File: src/rtl/qsys_pipeline_rx_fifo.sv
// qsys_pipeline_rx_fifo
//
// Receive-side buffer placed after a chain of qsys pipeline registers on a
// latency-insensitive link. Upstream keeps sending for a few cycles after
// o_ready drops, so o_ready is withdrawn while SLACK entries are still free.
// The downstream side is a first-word fall-through valid/ready interface.
//
// Ports:
//   clock      - single clock, all state on posedge
//   reset      - asynchronous, active-high reset
//   i_data     - payload from the upstream register chain
//   i_valid    - payload qualifier (accepted regardless of o_ready)
//   o_ready    - registered credit back to upstream
//   o_data     - head-of-FIFO payload
//   o_valid    - head entry present
//   i_ready    - downstream accepts o_data this cycle
//   o_count    - current occupancy
//   o_overflow - sticky: a word arrived while full and was dropped
module qsys_pipeline_rx_fifo #(
    parameter int DATA_WIDTH = 32,
    parameter int DEPTH      = 16,
    parameter int SLACK      = 5
) (
    input  logic                         clock,
    input  logic                         reset,
    input  logic [DATA_WIDTH-1:0]        i_data,
    input  logic                         i_valid,
    output logic                         o_ready,
    output logic [DATA_WIDTH-1:0]        o_data,
    output logic                         o_valid,
    input  logic                         i_ready,
    output logic [$clog2(DEPTH+1)-1:0]   o_count,
    output logic                         o_overflow
);

    localparam int AW = $clog2(DEPTH);
    localparam int CW = $clog2(DEPTH+1);
    localparam logic [CW-1:0] FULL   = CW'(DEPTH);
    localparam logic [CW-1:0] THRESH = CW'(DEPTH - SLACK);

    logic [DATA_WIDTH-1:0] mem [DEPTH];
    logic [AW-1:0]         wr_ptr;
    logic [AW-1:0]         rd_ptr;
    logic [CW-1:0]         count;
    logic [CW-1:0]         count_next;
    logic                  push;
    logic                  pop;

    assign o_valid = (count != '0);
    assign pop     = o_valid && i_ready;
    // At full a push is still possible when the head leaves in the same cycle.
    assign push    = i_valid && ((count < FULL) || pop);
    assign o_data  = mem[rd_ptr];
    assign o_count = count;

    always_comb begin
        count_next = count;
        case ({push, pop})
            2'b10:   count_next = count + 1'b1;
            2'b01:   count_next = count - 1'b1;
            default: count_next = count;
        endcase
    end

    always_ff @(posedge clock or posedge reset) begin
        if (reset) begin
            wr_ptr     <= '0;
            rd_ptr     <= '0;
            count      <= '0;
            o_ready    <= 1'b0;
            o_overflow <= 1'b0;
        end else begin
            if (push) wr_ptr <= wr_ptr + 1'b1;
            if (pop)  rd_ptr <= rd_ptr + 1'b1;
            count   <= count_next;
            // Based on next occupancy so the credit reflects this cycle's traffic.
            o_ready <= (count_next < THRESH);
            // A valid word that could not be pushed is exactly the overflow case.
            if (i_valid && !push) o_overflow <= 1'b1;
        end
    end

    // Storage is deliberately left out of reset.
    always_ff @(posedge clock) begin
        if (push) mem[wr_ptr] <= i_data;
    end

endmodule

File: config.mk
export PLATFORM = sky130hd
export DESIGN_NAME = qsys_pipeline_rx_fifo
export DESIGN_NICKNAME = d
export VERILOG_FILES = /design/src/rtl/qsys_pipeline_rx_fifo.sv
export SDC_FILE = /design/constraint.sdc
export NUM_CORES = 1
export LEC_CHECK = 0
export ABC_AREA = 1
export BUFFER_PORTS_ARGS = -buffer_cell sky130_fd_sc_hd__buf_2
export CAP_MARGIN = 30
export CORE_MARGIN = 8
export CORE_UTILIZATION = 56
export CTS_CLUSTER_DIAMETER = 50
export CTS_CLUSTER_SIZE = 40
export DETAILED_ROUTE_END_ITERATION = 8
export PLACE_DENSITY = 0.77
export SETUP_SLACK_MARGIN = 0.4
export SLEW_MARGIN = 30
export SYNTH_ARGS = -nofsm -noshare
export SYNTH_HDL_FRONTEND = slang
export SYNTH_SLANG_ARGS = --single-unit
File: constraint.sdc
create_clock -name clock -period 2.87 [get_ports clock]
set_clock_uncertainty 0.1 [all_clocks]
set_input_delay 0 -clock clock [delete_from_list [all_inputs] [get_ports clock]]
set_output_delay 0 -clock clock [all_outputs]
set_load 0.01 [all_outputs]
# [Word level (Yosys, flattened, before mapping)]
# Memory sizes are Yosys's and may differ from the RTL's.
# Index checks and enable logic that the tools add are counted.
[totals] out_inout_bits=40 mem_count=1 ramBits=512 romBits=0 register_bits=15 latch_bits=0 word_cells=23 input_bits=36
[mem_list] name="mem" depth=16 width=32 rd=1 rd_clocked_by_memory_dff=0 write_ports=1 line="41" text="logic [DATA_WIDTH-1:0] mem [DEPTH];"
[classes] magnitude_cmp=2 n_shift=0 mux=3 reduce_logical=6 div=0 multipliers=0 n_eq_ne=2 bitwise=0 add_sub_neg=4
[op_table] op="5-bit case mux with 2 select lines" n=1
[op_table] op="4-bit by 1-bit adder with 4-bit output (second input constant)" n=2
[op_table] op="5-bit by 1-bit adder with 5-bit output (second input constant)" n=1
[op_table] op="5-bit by 4-bit less-than comparator with 1-bit output (second input constant)" n=1
[op_table] op="5-bit less-than comparator (second input constant)" n=1
[op_table] op="5-bit nonzero test" n=1
[op_table] op="5-bit by 1-bit subtractor with 5-bit output (second input constant)" n=1
[op_table] op="1-bit logical AND" n=3
[op_table] op="2-bit by 1-bit == test with 1-bit output (second input constant)" n=1
[op_table] op="2-bit == test (second input constant)" n=1
[op_table] op="1-bit two-way mux" n=2
[op_table] op="1-bit logical NOT" n=1
[op_table] op="1-bit logical OR" n=1

# [Logic depth before layout (Yosys ltp)]
[depth] word_depth=7 depth_mapped=14

# [Least setup slack after synthesis]
# Ideal clock, no wire load.
[synth_timing] kind="flip-flop to flip-flop" from="reg count[4] (netlist: o_count[4])" to="mem mem[0][0], enable pin" path_stages_with_launch=6 path_buffers=0 required_time_ns=2.349 setup_slack_ns=0.028 arrival_time_ns=2.321 cell_sequence="dfrtp_1 -> inv_1 -> o21ai_0 -> inv_1 -> nand2_1 -> nor2_1"
[synth_between] elab_chain_len=6 elab_cells_between_ends=7 cone_classes="order compare: 1; mux: 2; reduce/logical: 4"
[synth_rtl] element="start, declared" line="44" text="logic [CW-1:0] count;"
[synth_rtl] element="start signal, assigned" line="75" text="count <= count_next;"
[synth_rtl] element="branches (longest 2 deep; another with 5-bit less-than comparator)"
[synth_rtl] element="1-bit logical OR (*)" line="52" text="assign push = i_valid && ((count < FULL) || pop);"
[synth_rtl] element="1-bit logical AND (*)" line="52"
[synth_rtl] element="1-bit two-way mux (*)" line="85" text="if (push) mem[wr_ptr] <= i_data;"
[synth_rtl] element="1-bit two-way mux (not written as such) (*)" line="85"
[synth_rtl] element="end, declared" line="41"
# Mark *: on every way between the ends.

# [Worst setup path after layout]
[layout_timing] from="reg rd_ptr[0]" to="out o_data[16]"
[layout_between] elab_chain_len=1
[layout_rtl] element="start, declared" line="43" text="logic [AW-1:0] rd_ptr;"
[layout_rtl] element="start signal, assigned" line="74" text="if (pop) rd_ptr <= rd_ptr + 1'b1;"
[layout_rtl] element="memory read 16 x 32 bit"
[layout_rtl] element="end, declared" line="29" text="output logic [DATA_WIDTH-1:0] o_data,"
# Every way passes these cells.

==> results.md <==
Run status:
- The run finished with clean final reports.

Die:
- In this run the count of I/O pins placed on the die edge is 76.
- The die area is around 0.044 mm^2.
- For this configuration, the core starts out at a cell density of 0.565.
- Measured along the x axis, the die boundary spans 210 um.
- The region available for standard cell placement spans about 0.037 mm^2.
- Row generation in the floorplan step produced 71 rows.
- The die is approximately 210 um tall.

STA:
- The number of max-slew violations in the final report is 0.
- Dividing the final minimum period by the clock period gives 0.881.
- The final critical-path required period is ~2.5 ns.
- Setup repair after global routing could not meet its margin everywhere.
- The count of final hold-check violations is 0.
- Across all hold checks on the routed design, the worst slack comes to between 0.2 and 0.25 ns.
- Setup violations remaining at the end of the flow were counted as 0.
- The worst slew margin relative to its limit is 0.403.
- Static timing analysis puts the maximum clock frequency at between 300 and 400 MHz.
- The worst-margin pin slew is just under 0.9 ns.
- After routing, the total negative slack on setup checks comes to 0 ns.

Worst setup path:
- Walking the worst path, the cells encountered are buf_12, buf_8, buf_16, nor2_1, nor2_1, o21ai_0, nand3_1, nand3_1, nand2_1, buf_2.
- The classification of the worst setup path is register to primary output.
- The startpoint kind of the worst setup timing path is a register.
- The required time of the worst setup path is roughly 2.8 ns.
- The kind of capture point of the worst setup path is a primary output.
- The largest fanout on the critical path is 12.
- The worst-path cell with the longest stage delay is dfrtp_4.
- Data on the critical path arrives at its endpoint at around 2.4 ns.
- The peak per-stage delay on the critical path is 0.49 ns.

Yosys:
- Of all cell types, the one taking the most synthesized area is edfxtp_1.
- Sorting the synthesized cells by area gives the leading types as edfxtp_1 73%, nor2_1 8.9%, nand3_1 4.0%.
- The count of unique library cells instantiated by Yosys is 22.
- Averaged over all synthesized cells, the footprint is between 10 and 15 um^2.
- The synthesized area is about 0.021 mm^2.
- Of the synthesized area, sequential elements account for 0.746.
- In the synthesized netlist, the number of instances is around 1700.
- The net count of the mapped netlist is 1747.
- Of the post-synthesis cell area, the dominant cell type holds 0.728.
- In this run, synthesis produced a sequential element count of ~530.
- The count of synthesis-stage warnings from yosys is 0.

CTS:
- At the later pin of the worst-skew pair, clock insertion delay measures approximately 0.55 ns.
- The clock passes through at most 3 buffers.
- CTS placed an instance of clkbuf_16 at the clock tree root.
- The number of buffers created by CTS is 40.
- After clock tree synthesis, the clock-pin slew on the worst setup and hold paths is ~0.070 ns.
- In this run the number of H-tree levels came out at 2.
- The clock drives about 530 sinks.
- The clock tree from TritonCTS is built.

Layout:
- The top cell types in the final layout, fill and taps aside, are 512 x edfxtp_1, 477 x nor2_1, 160 x nand3_1.
- The final-stage net count is between 1500 and 2000.
- The share of post-route cells with drive strength above 1 is 0.144.
- The number of antenna diodes in the final layout is 0.
- The total non-filler cell area in the finished layout is about 0.025 mm^2.
- Compared with the post-synthesis result, the final layout area differs by 18.4%.
- The library cell used most frequently in the layout, excluding fill and tap cells, is edfxtp_1.

Drt:
- The per-cell routed wire length is approximately 24 um.
- The ratio of routed vias to standard cells is just over 6.
- The number of iterations in the first detailed-routing pass is 5.
- The number of design rule violations left after detail routing is 0.
- The via total after detailed routing is between 10000 and 15000.
- The final layout contains routed wiring with a total length of 55.9 mm.
- The detailed router finished its first iteration with roughly 1700 violations.
- The number of routed nets with antenna violations is 0.

Global route:
- The most heavily used metal layer in global routing is met2.
- The number of global-route vias before repair is 13963.
- After global routing the overflow that remains totals 0.
- The met1 track demand over resource in global routing is 0.321.
- The global routing usage summed across all routing layers is 0.237.
- The number of antenna violations at the first check in global routing is 0.
- Entering global routing, the biggest net connects just under 100 pins.
- The global-route wire length before repair is 80.9 mm.
- For met2 alone, demand over resource in global routing was 0.391.
- For met3 alone, demand over resource in global routing was 0.0416.

Pwr:
- The fraction of power consumed by combinational cells is 0.406.
- In this run the power density over the cells is between 1000 and 1500 mW/mm^2.
- In this run the power spent charging and discharging nets is slightly above 10 mW.
- The internal portion of total power is roughly 16 mW.
- The static leakage is 8.59 nW.
- The portion of total power attributed to sequential cells is 0.365.
- Of the total power, the share spent switching nets is 0.391.
- IR analysis of the VDD net gives a maximum drop of between 0.0006 and 0.0007 V.
- The clock network fraction of design power is 0.228.

Flow run:
- The tool flagged a number of max-cap violations equal to 0.

Placement:
- The post-detailed-placement cell area is around 0.022 mm^2.
- The count of buffers from port buffering is between 70 and 80.
- After legalization and detailed placement, the total HPWL measured around 29 mm.
- The final weighted congestion in routability-driven placement is between 0.8 and 0.9.

Worst hold path:
- The worst min-delay path class is primary input to register.
==> stage by stage <==
stage / setup WS, ns / instances / utilization / power, mW
6_report: 0.342 / 2369 / 0.668 / 25.9
2_1_floorplan: 0.0277 / 1701 / - / 15.3
3_3_place_gp: 0.220 / 2218 / 0.594 / 18.1
5_1_grt: 0.264 / 2369 / 0.668 / 27.1
4_1_cts: 0.357 / 2353 / 0.658 / 25.1
3_5_place_dp: 0.248 / 2225 / 0.600 / 18.4
==> cell families (layout without fill, tap and decap cells) <==
kind of cell / count (synthesis) / count (layout) / share of synthesized area
compound gates: 296 / 296 / 0.0741
xor+xnor: 7 / 7 / 0.00290
fa+ha+maj: 10 / 10 / 0.00628
buf+inv: 129 / 285 / 0.0305
flops: 527 / 527 / 0.746
simple gates: 732 / 733 / 0.140
==> what timing repair did <==
action,in CTS,in global routing
gates cloned,8,9
resized for setup,24,36
setup buffers,10,7
hold endpoints to repair,535,0
hold buffers,37,0
pin swaps,6,12
endpoints found under the setup margin,96,86
==> path summary, 6_finish.rpt <==
path | from | endpoint | slack, ns | depth (start not counted)
worst max-delay path | rd_ptr[0] | o_data[16] | 0.34 | 10
worst min-delay path | i_ready | rd_ptr[0] | 0.22 | 4
worst max register to register | o_count[4] | mem[6][15] | 0.45 | 6
worst min register to register | o_count[0] | o_count[0] | 0.47 | 1
max in group asynchronous | reset | rd_ptr[1] | 1.74 | 4
min in group asynchronous | reset | wr_ptr[2] | 0.50 | 4
==> cell usage after synthesis, drive strengths merged <==
cell type	count
inv	24
nand4	2
nand3	167
buf	63
a21oi	2
fa	1
a21o	1
o21ai	261
xnor2	1
ha	9
xor2	6
clkbuf	42
nand2	62
dfrtp	15
edfxtp	512
nor2	501
o211ai	32
==> flip-flops by register name (all words and copies together) (netlist names) <==
register and cells:
o_overflow 1, wr_ptr 4, rd_ptr 4, o_count 5, mem 512, o_ready 1
==> layout make-up <==
cell class	count	area, um^2
timing repair inverter	3	28.8
timing repair buffer	185	2110
clock inverter	32	390
clock buffer	41	1000
fill	2536	12400
multi-input combinational	1046	4930
tap	511	639
inverter	24	133
sequential	527	15800
==> per-layer routing <==
layer / routed length, um / vias to the layer above
met4: 1470 / 0
met3: 6240 / 110
li1: - / 6331
met1: 21200 / 6957
met5: 0 / -
met2: 27000 / 949
==> power groups by stage <==
stage,Sequential (mW),Clock (mW),Combinational [mW]
2_1_floorplan,9.58,0,5.72
3_3_place_gp,9.63,0,8.51
3_5_place_dp,9.65,0,8.75
4_1_cts,9.48,5.94,9.64
5_1_grt,9.52,6.21,11.4
6_report,9.46,5.91,10.5
==> critical path, delay by kind of cell, from the launching register on <==
kind / cells / cell delay, ns
buffers and inverters: 4 / 0.60
DFF: 1 / 0.49
AOI/OAI and AO/OA: 1 / 0.14
and+or+nand+nor: 5 / 0.64
Note: power is estimated with default switching activity, not from simulation.
